--- config.mk ---
export PLATFORM = sky130hd
export DESIGN_NAME = edisk_mapper
export DESIGN_NICKNAME = d
export VERILOG_FILES = /design/src/rtl/edisk_mapper.sv
export SDC_FILE = /design/constraint.sdc
export NUM_CORES = 1
export LEC_CHECK = 0
export ABC_AREA = 1
export ABC_CLOCK_PERIOD_IN_PS = 3100
export CORE_MARGIN = 2
export CORE_UTILIZATION = 40
export DETAILED_ROUTE_END_ITERATION = 6
export PLACE_DENSITY = 0.83
export SKIP_LAST_GASP = 1
export SLEW_MARGIN = 40
export SYNTH_ARGS = -nofsm -noshare
export SYNTH_HDL_FRONTEND = slang
export SYNTH_SLANG_ARGS = --single-unit
--- constraint.sdc ---
create_clock -name clk_sys -period 3.1 [get_ports clk_sys]
set_input_delay 0.62 -clock clk_sys [delete_from_list [all_inputs] [get_ports clk_sys]]
set_output_delay 0.62 -clock clk_sys [all_outputs]
set_load 0.01 [all_outputs]
--- src/rtl/edisk_mapper.sv ---
// rtl/edisk_mapper.sv - multi-disk E-Disk page mapper: status latch, per-disk control registers, priority page resolve
module edisk_mapper #(
    parameter int          NUM_DISKS = 1,
    parameter logic [7:0]  PORT_BASE = 8'h10,
    parameter int          PAGE_W    = 3
) (
    input  logic              clk_sys,
    input  logic              reset,
    input  logic              cpu_sync,
    input  logic [7:0]        cpu_o,
    input  logic [15:0]       addr,
    input  logic              io_wr,
    input  logic              io_rd,
    output logic [PAGE_W-1:0] ed_page,
    output logic [7:0]        status_word,
    output logic [7:0]        data_o,
    output logic              data_oe,
    output logic              conflict
);

    logic [7:0]           r_disk [NUM_DISKS];
    logic [7:0]           r_status;
    logic                 r_old_sync;
    logic                 r_wr_d;
    logic                 r_conflict;

    logic [7:0]           w_off;
    logic                 w_sel;
    logic                 w_wr;
    logic                 w_wr_edge;
    logic                 w_mreq;
    logic                 w_stack;
    logic [NUM_DISKS-1:0] w_hit;
    logic                 w_multi;
    logic [PAGE_W-1:0]    w_page;
    logic                 w_unused;

    // Returns {hit, bank}; a stack hit overrides the window bank within one disk.
    function automatic logic [2:0] disk_map(input logic [7:0] r, input logic [15:0] a,
                                            input logic stack, input logic mreq);
        logic win, ram_hit, stk_hit;
        win     = a[15] & ((a[13] ^ a[14]) | (r[7] & a[13] & a[14]) | (r[6] & ~a[13] & ~a[14]));
        ram_hit = r[5] & win & mreq;
        stk_hit = r[4] & stack & mreq;
        return {ram_hit | stk_hit, stk_hit ? r[3:2] : r[1:0]};
    endfunction

    assign w_off     = addr[7:0] - PORT_BASE;
    assign w_sel     = w_off < 8'(NUM_DISKS);
    assign w_wr      = io_wr & w_sel;
    assign w_wr_edge = w_wr & ~r_wr_d;
    assign w_stack   = r_status[2];
    assign w_mreq    = (r_status[7] | ~r_status[1]) & ~r_status[4] & ~r_status[6];
    assign w_unused  = &{1'b0, r_status[5], r_status[3], r_status[0]};

    always_ff @(posedge clk_sys) begin
        if (reset) begin
            r_status   <= 8'h00;
            r_old_sync <= 1'b0;
            r_wr_d     <= 1'b0;
            r_conflict <= 1'b0;
            for (int i = 0; i < NUM_DISKS; i++) r_disk[i] <= 8'h00;
        end else begin
            r_old_sync <= cpu_sync;
            if (cpu_sync & ~r_old_sync) r_status <= cpu_o;
            r_wr_d <= w_wr;
            for (int i = 0; i < NUM_DISKS; i++) begin
                if (w_wr_edge && (w_off == 8'(i))) r_disk[i] <= cpu_o;
            end
            // A register write acknowledges the conflict, even if one is seen this cycle.
            if (w_wr_edge)    r_conflict <= 1'b0;
            else if (w_multi) r_conflict <= 1'b1;
        end
    end

    // Scan high to low so the lowest-indexed hitting disk is the last assignment.
    always_comb begin
        logic [2:0] m;
        w_hit  = '0;
        w_page = '0;
        m      = 3'b000;
        for (int i = NUM_DISKS - 1; i >= 0; i--) begin
            m        = disk_map(r_disk[i], addr, w_stack, w_mreq);
            w_hit[i] = m[2];
            if (m[2]) w_page = PAGE_W'(4 * i + int'(m[1:0]) + 1);
        end
    end

    assign w_multi = |(w_hit & (w_hit - 1'b1));

    always_comb begin
        data_o  = 8'hFF;
        data_oe = 1'b0;
        if (io_rd & w_sel) begin
            data_oe = 1'b1;
            for (int i = 0; i < NUM_DISKS; i++) begin
                if (w_off == 8'(i)) data_o = r_disk[i];
            end
        end
    end

    assign ed_page     = w_page;
    assign status_word = r_status;
    assign conflict    = r_conflict;

endmodule
### Yosys cells after proc, flatten, opt, wreduce, memory -nomap -nowiden

Memories as Yosys holds them, arrays and structs flattened.
Index checks and enable logic that the tools add are counted.

* flip-flop bits (word level): 11
* memories: 1
* RAM bits: 8
* word-level logic and storage cells: 53
* output and inout port bits: 21

Memories
* r_disk: words 1, width 8, read ports 1, clocked after Yosys merged registers in 0, wr ports 1, line 21 `logic [7:0] r_disk [NUM_DISKS];`

* reduce and logical (&&, ||, !) cells: 4
* magnitude comparators: 1
* multiplexer cells: 12
* add/subtract/negate cells: 3
* bitwise operators: 28

Operators by type and width (count)
* $mux 8: 3
* $and 1x1->1: 16
* $logic_not 8->1: 1
* $lt 8x1->1 const B: 1
* $reduce_or 8->1: 1
* $sub 8x5->8 const B: 1
* $mux 1: 7
* $not 1->1: 7
* $or 1x1->1: 4
* $add 2x1->3 const B: 1
* $mux 3: 1
* $mux 2: 1
* $reduce_or 2->1: 1
* $logic_and 1x1->1: 1
* $sub 1x1->1 const B: 1
* $xor 1x1->1: 1

### Longest topological paths before layout

Gate-level depths: netlist (run 1).
An unclocked memory read counts as a cell.

* word-level depth: 11
* mapped depth: 8
* depth with buffers taken out: 8

### Least setup slack after synthesis (run 1)

Ideal clock, no wire load.

* kind: in2reg
* start: input addr[1]
* end: memory r_disk[0][0] (enable)
* stages: 5
* data arrival time: 1695 ps
* buffers on the path: 0
* setup slack: 1021 ps
* cells stage by stage: nor2_1 nand2_1 nor2_2 nand2_1 o21ai_0

* word-level cells in the longest chain between the ends: 10
* elaborated cells on any way between the ends: 11
* classes of those cells: 1 x add/sub; 1 x order compare; 4 x mux; 2 x bitwise; 3 x reduce/logical

RTL lines
* start, declared: line 11 `input logic [15:0] addr,`
* $sub 8x5->8 *: line 48 `assign w_off = addr[7:0] - PORT_BASE;`
* $lt 8x1->1: line 49 `assign w_sel = w_off < 8'(NUM_DISKS);`
* $and 1x1->1: line 50 `assign w_wr = io_wr & w_sel;`
* $and 1x1->1: line 51 `assign w_wr_edge = w_wr & ~r_wr_d;`
* $logic_and 1x1->1 *: line 68 `if (w_wr_edge && (w_off == 8'(i))) r_disk[i] <= cpu_o;`
* $mux 1 *: line 68
* $mux 1 *: line 57 `if (reset) begin`
* $mux 1 (implied by the code) *: line 68
* $reduce_or 8->1 (no line)
* $mux 1 (no line) *
* end, declared: line 21

Mark *: on every way between the ends. The rest lies on a longest branch, timed or not.

### Worst setup path in the final report (run 1)

* start: input addr[4]
* end: output data_oe

* word-level cells in the longest chain between the ends: 4

RTL lines
* $sub 8x5->8: line 48
* $lt 8x1->1: line 49
* $and 1x1->1: line 94 `if (io_rd & w_sel) begin`
* $mux 1: line 94
* end, declared: line 17 `output logic data_oe,`

No other way between the ends.

==> metrics.cfg, run 1 <==
[outcome]
outcome=completed

[timing]
worst_slack_ns=0.2140
layout_worst_path_cycle_share=0.9310
skew_ns=0.004818
tns_ns=0
finalHoldViolCount=0
max_clock_freq_ghz=0.3465
rsz0062_at_grt=false
fin_crit_ns=2.886
slew_violations=0
setup_viol=0

[synthesis]
synthSimpleGateAreaFrac=0.2432
synth_compound_gate_area_share=0.1138
ys.flop_type=dfxtp_1
synth_warnings=0
ys_async_sr_fraction=0
syn_area_per_cell_um2=7.854
synth_edf_count=8
synthDistinctLibCells=17
synth_xor_area_frac=0
synthMuxAreaShare=0
ys_seq_area_frac=0.5007
synth_top_family_by_area=simple AND/OR/NAND/NOR gates
synth_area_leaders=edfxtp_1 27%, dfxtp_1 23%, inv_1 11%, nor2_1 8.5%, nand2_1 7.7%
syn_nets=142
yosysTopAreaCellShare=0.2731
synth_common_cells=25 x inv_1, 20 x nor2_1, 18 x nand2_1
synth_area_leader_cell=edfxtp_1
synth_cells=112
ys_ff_latch=18
synthesis.area_um2=879.6
yosysMostFrequentCell=inv_1
synth_adder_area_share=0.01422

[placed_design]
dpl.hpwl_um=1563
io_buffers=43
place.gp.congestion=0.7745
post-place-ws_ns=0.1797

[hold_path]
hold_path_class=reg -> reg
worstHoldStart=status_word[0]

[clocking]
cts_resized=0
post-cts-setup-buffers=0
clock_sinks=18
cts_hold_buffers=0
max-clock-path-buffers=2
h-tree-depth=1
cts_buffers=3
cts_tree=built
clkTransAtPathRegs_ns=0.08
ctsRootBufferMaster=clkbuf_4
clk_latency_ns=0.29

[setup_path]
end_kind=output pin
required_ns=2.48
arrival_ns=2.27
startpoint=addr[4]
regToRegStartpoint=r_old_sync
timing_worst_setup_path_type=in -> out
cp_max_fo=9
start_kind=input pin

[global_routing]
antenna_found_initial=0
grtUsageTotal=0.1695
grt_pass1_wl_um=3374
gr-total-overflow=0
first_global_vias=820
grt_start_max_net_pins=17

[die]
die_area_um2=2590
die_y_um=50.90
pin_count=50
initial_utilization=0.4350
core-area_um2=2022
die_w_um=50.90
row_count=16

[pwr]
peakVddDrop_v=0.0002674
p_leak_nw=0.5775
powerDensity_nw_per_um2=339.3

[layout]
fill_cells=173
drive_above_1_share=0.05732
seqCellArea_um2=440.4
syn2layout_area_growth_pct=54.48
fin_nets=189
antenna_cells=0
multi_input_area_um2=330.3

[routing]
final_antenna_net_count=0
drt_drc_violations_left=0
wire_per_inst_um=10.28
drtPass1Iterations=4
vias=843
routed_via_density=4.582
routed_wl_um=1892
drt_iter0_markers=14

[flow_run]
drv_cap=0

metrics by stage:
step	utilization	instances	area (um2)	hold WS [ns]	power [W]
2_1_floorplan	-	112	879.6	0.5573	0.0003031
3_3_place_gp	0.6609	181	1336	0.5280	0.0003538
3_5_place_dp	0.6609	181	1336	0.5386	0.0003562
4_1_cts	0.6720	184	1359	0.5600	0.0004623
5_1_grt	0.6720	184	1359	0.5875	0.0004862
6_report	0.6720	184	1359	0.5520	0.0004610
routing by layer:
layer,wire (um),share of wire,track usage
met5,0,0,0
met2,931,0.49,0.2961
met4,46,0.024,0.07658
met3,153,0.081,0.02924
met1,760,0.40,0.2034
worst paths after layout:
kind         cells past startpoint             end  slack (ns)
max                              6         data_oe        0.21
min                              2  status_word[0]        0.55
min reg2reg                      2  status_word[0]        0.55
max reg2reg                      3  status_word[1]        2.01
cells by family (layout without fill, tap and decap cells):
kind of cell / Yosys count / count (layout)
flip-flops: 18 / 18
AO/OA/AOI/OAI: 20 / 20
adder cells (fa/ha/maj): 1 / 1
buffers and inverters: 27 / 72
other: 1 / 1
AND/OR/NAND/NOR: 45 / 45
sequential cells by signal (all words and copies together) (netlist names):
register,count
r_disk,8
r_old_sync,1
r_wr_d,1
status_word,8
critical path: stages:
cell and delay (ns):
clkdlybuf4s50_1 0.45, inv_1 0.03, nor2_1 0.10, nand2_2 0.09, nor3b_4 0.36, clkdlybuf4s50_1 0.61
layout make-up:
class	count	area share
clock buffers	3	0.01657
inverters	25	0.06906
multi-input cells	67	0.2431
flip-flops and latches	18	0.3241
well taps	27	0.02486
repair buffers	44	0.3223
power breakdown:
part | switching (W) | leakage, nW | internal (W)
logic | 0.0000357 | 0.395 | 0.0000503
clock network | 0.0000646 | 0.0138 | 0.0000452
registers | 0.00000697 | 0.169 | 0.000258
cells in the final DEF, fill, tap and decap left out:
cell	n
a21oi_1	9
clkdlybuf4s50_1	43
edfxtp_1	8
buf_4	1
o21ai_1	1
nand3_1	1
clkbuf_4	3
o21ai_0	10
nand2_2	1
nor3b_4	1
ha_1	1
nand4_4	1
inv_1	25
conb_1	1
nor2_1	20
nand2_1	18
nor2_2	2
nand3b_1	1
dfxtp_1	10
Note: power is estimated with default switching activity, not from simulation.
==> run 2: changes to the inputs <==
--- a/config.mk
+++ b/config.mk
@@ -11,4 +11,5 @@
 export CORE_UTILIZATION = 40
 export DETAILED_ROUTE_END_ITERATION = 6
+export GPL_ROUTABILITY_DRIVEN = 0
 export PLACE_DENSITY = 0.83
 export SKIP_LAST_GASP = 1
==> constraint.sdc (replaced) <==
create_clock -name clk_sys -period 3.1 [get_ports clk_sys]
set_input_delay 0.62 -clock clk_sys [delete_from_list [all_inputs] [get_ports clk_sys]]
set_output_delay 0.62 -clock clk_sys [all_outputs]
set_load 0.02 [all_outputs]
==> run 2 against run 1 <==
Effect of this change: design area unchanged; clock power barely moved; routed wire length is 3.5% higher; non-clock buffer count stayed put; sequential power barely moved; sequential share of layout area unchanged; critical path type unchanged; critical endpoint unchanged; largest power group unchanged.
==> metrics.cfg, run 2 (synthesis results as in run 1) <==
[outcome]
outcome=completed

[die]
die_w_um=50.90
initial_utilization=0.4350
die_y_um=50.90
row_count=16
die_area_um2=2590
pin_count=50
core-area_um2=2022

[timing]
setup_viol=0
slew_violations=0
layout_worst_path_cycle_share=0.9530
tns_ns=0
worst_slack_ns=0.1458
timing.hold.ws_ns=0.5642
worst_slew_pin_slew_ns=0.5134
rsz0062_at_grt=false
skew_ns=0.0009601
max_clock_freq_ghz=0.3385
finalHoldViolCount=0
fin_crit_ns=2.954
slew_headroom=0.6574

[layout]
final_common_cell=clkdlybuf4s50_1
final_cell_mix=43 x clkdlybuf4s50_1, 25 x inv_1, 20 x nor2_1
drive_above_1_share=0.05732
fin_area_um2=1359
syn2layout_area_growth_pct=54.48
antenna_cells=0
fill_cells=167
fin_util=0.6720
fin_nets=189

[setup_path]
worst_path_largest_cell_delay_ns=0.68
start_kind=input pin
end_kind=output pin
crit_top_cell=clkdlybuf4s50_1
required_ns=2.48
timing_worst_setup_path_type=in -> out
arrival_ns=2.33
crit_slowest_cell=clkdlybuf4s50_1
cp_max_fo=9
cp_cell_sequence=clkdlybuf4s50_1, inv_1, nor2_1, nand2_2, nor3b_4, clkdlybuf4s50_1

[routing]
vias=838
routed_via_density=4.554
drt_iter0_markers=17
drtPass1Iterations=4
drt_drc_violations_left=0
final_antenna_net_count=0
wire_per_inst_um=10.65
routed_wl_um=1959

[global_routing]
antenna_found_initial=0
grt_start_max_net_pins=17
gr-total-overflow=0
grtUsageTotal=0.1722
grt_pass1_wl_um=3415
first_global_vias=861

[placed_design]
post_dp_cell_area_um2=1336
post-place-ws_ns=0.1158
io_buffers=43
dpl.hpwl_um=1656

[pwr]
powerDensity_nw_per_um2=345.6
p_leak_nw=0.5775
peakVddDrop_v=0.0002331

[flow_run]
drv_cap=0

[clocking]
clk_latency_ns=0.29
ctsRootBufferMaster=clkbuf_4
h-tree-depth=1
clkTransAtPathRegs_ns=0.09
cts_tree=built
cts_buffers=3
cts_resized=0
max-clock-path-buffers=2
post-cts-setup-buffers=0
cts_hold_buffers=0
clock_sinks=18

[hold_path]
hold_path_class=reg -> reg

## run 2: per-stage QoR
| stage | power [W] | cells |
|---|---|---|
| 6_report | 0.0004696 | 184 |
| 5_1_grt | 0.0004883 | 184 |
| 4_1_cts | 0.0004692 | 184 |
| 3_5_place_dp | 0.0003643 | 181 |
| 3_3_place_gp | 0.0003610 | 181 |
| 2_1_floorplan | 0.0003104 | 112 |
## run 2: metal layers
layer	up-vias	track usage	wire, um
met3	7	0.02339	108
met1	359	0.1888	820
li1	436	-	-
met5	-	0	0
met2	36	0.3268	982
met4	0	0.07658	48
## run 2: path summary, 6_finish.rpt
| kind | end | depth (start not counted) | start | slack (ns) |
|---|---|---|---|---|
| setup / recovery | data_oe | 6 | addr[4] | 0.15 |
| hold / removal | status_word[5] | 2 | status_word[5] | 0.56 |
| hold reg to reg | status_word[5] | 2 | status_word[5] | 0.56 |
| setup reg to reg | status_word[0] | 3 | r_old_sync | 1.94 |
## run 2: cell type report
cell class / count / area (um2) / share of cell area
Timing Repair Buffer: 44 / 437.9 / 0.3223
Clock buffer: 3 / 22.52 / 0.01657
Inverter: 25 / 93.84 / 0.06906
Sequential cell: 18 / 440.4 / 0.3241
Tap cell: 27 / 33.78 / 0.02486
Multi-Input combinational cell: 67 / 330.3 / 0.2431
## run 2: worst max-delay path: cells and delay by family
| family | cells | cell delay (ns) |
|---|---|---|
| simple gates | 3 | 0.55 |
| buf+inv | 3 | 1.16 |
## run 2: power by group
part | leakage [nW] | switching (W) | total (W) | internal [W]
clock network | 0.0138 | 0.0000653 | 0.000111 | 0.0000452
logic | 0.395 | 0.0000433 | 0.0000937 | 0.0000504
registers | 0.169 | 0.00000704 | 0.000265 | 0.000258
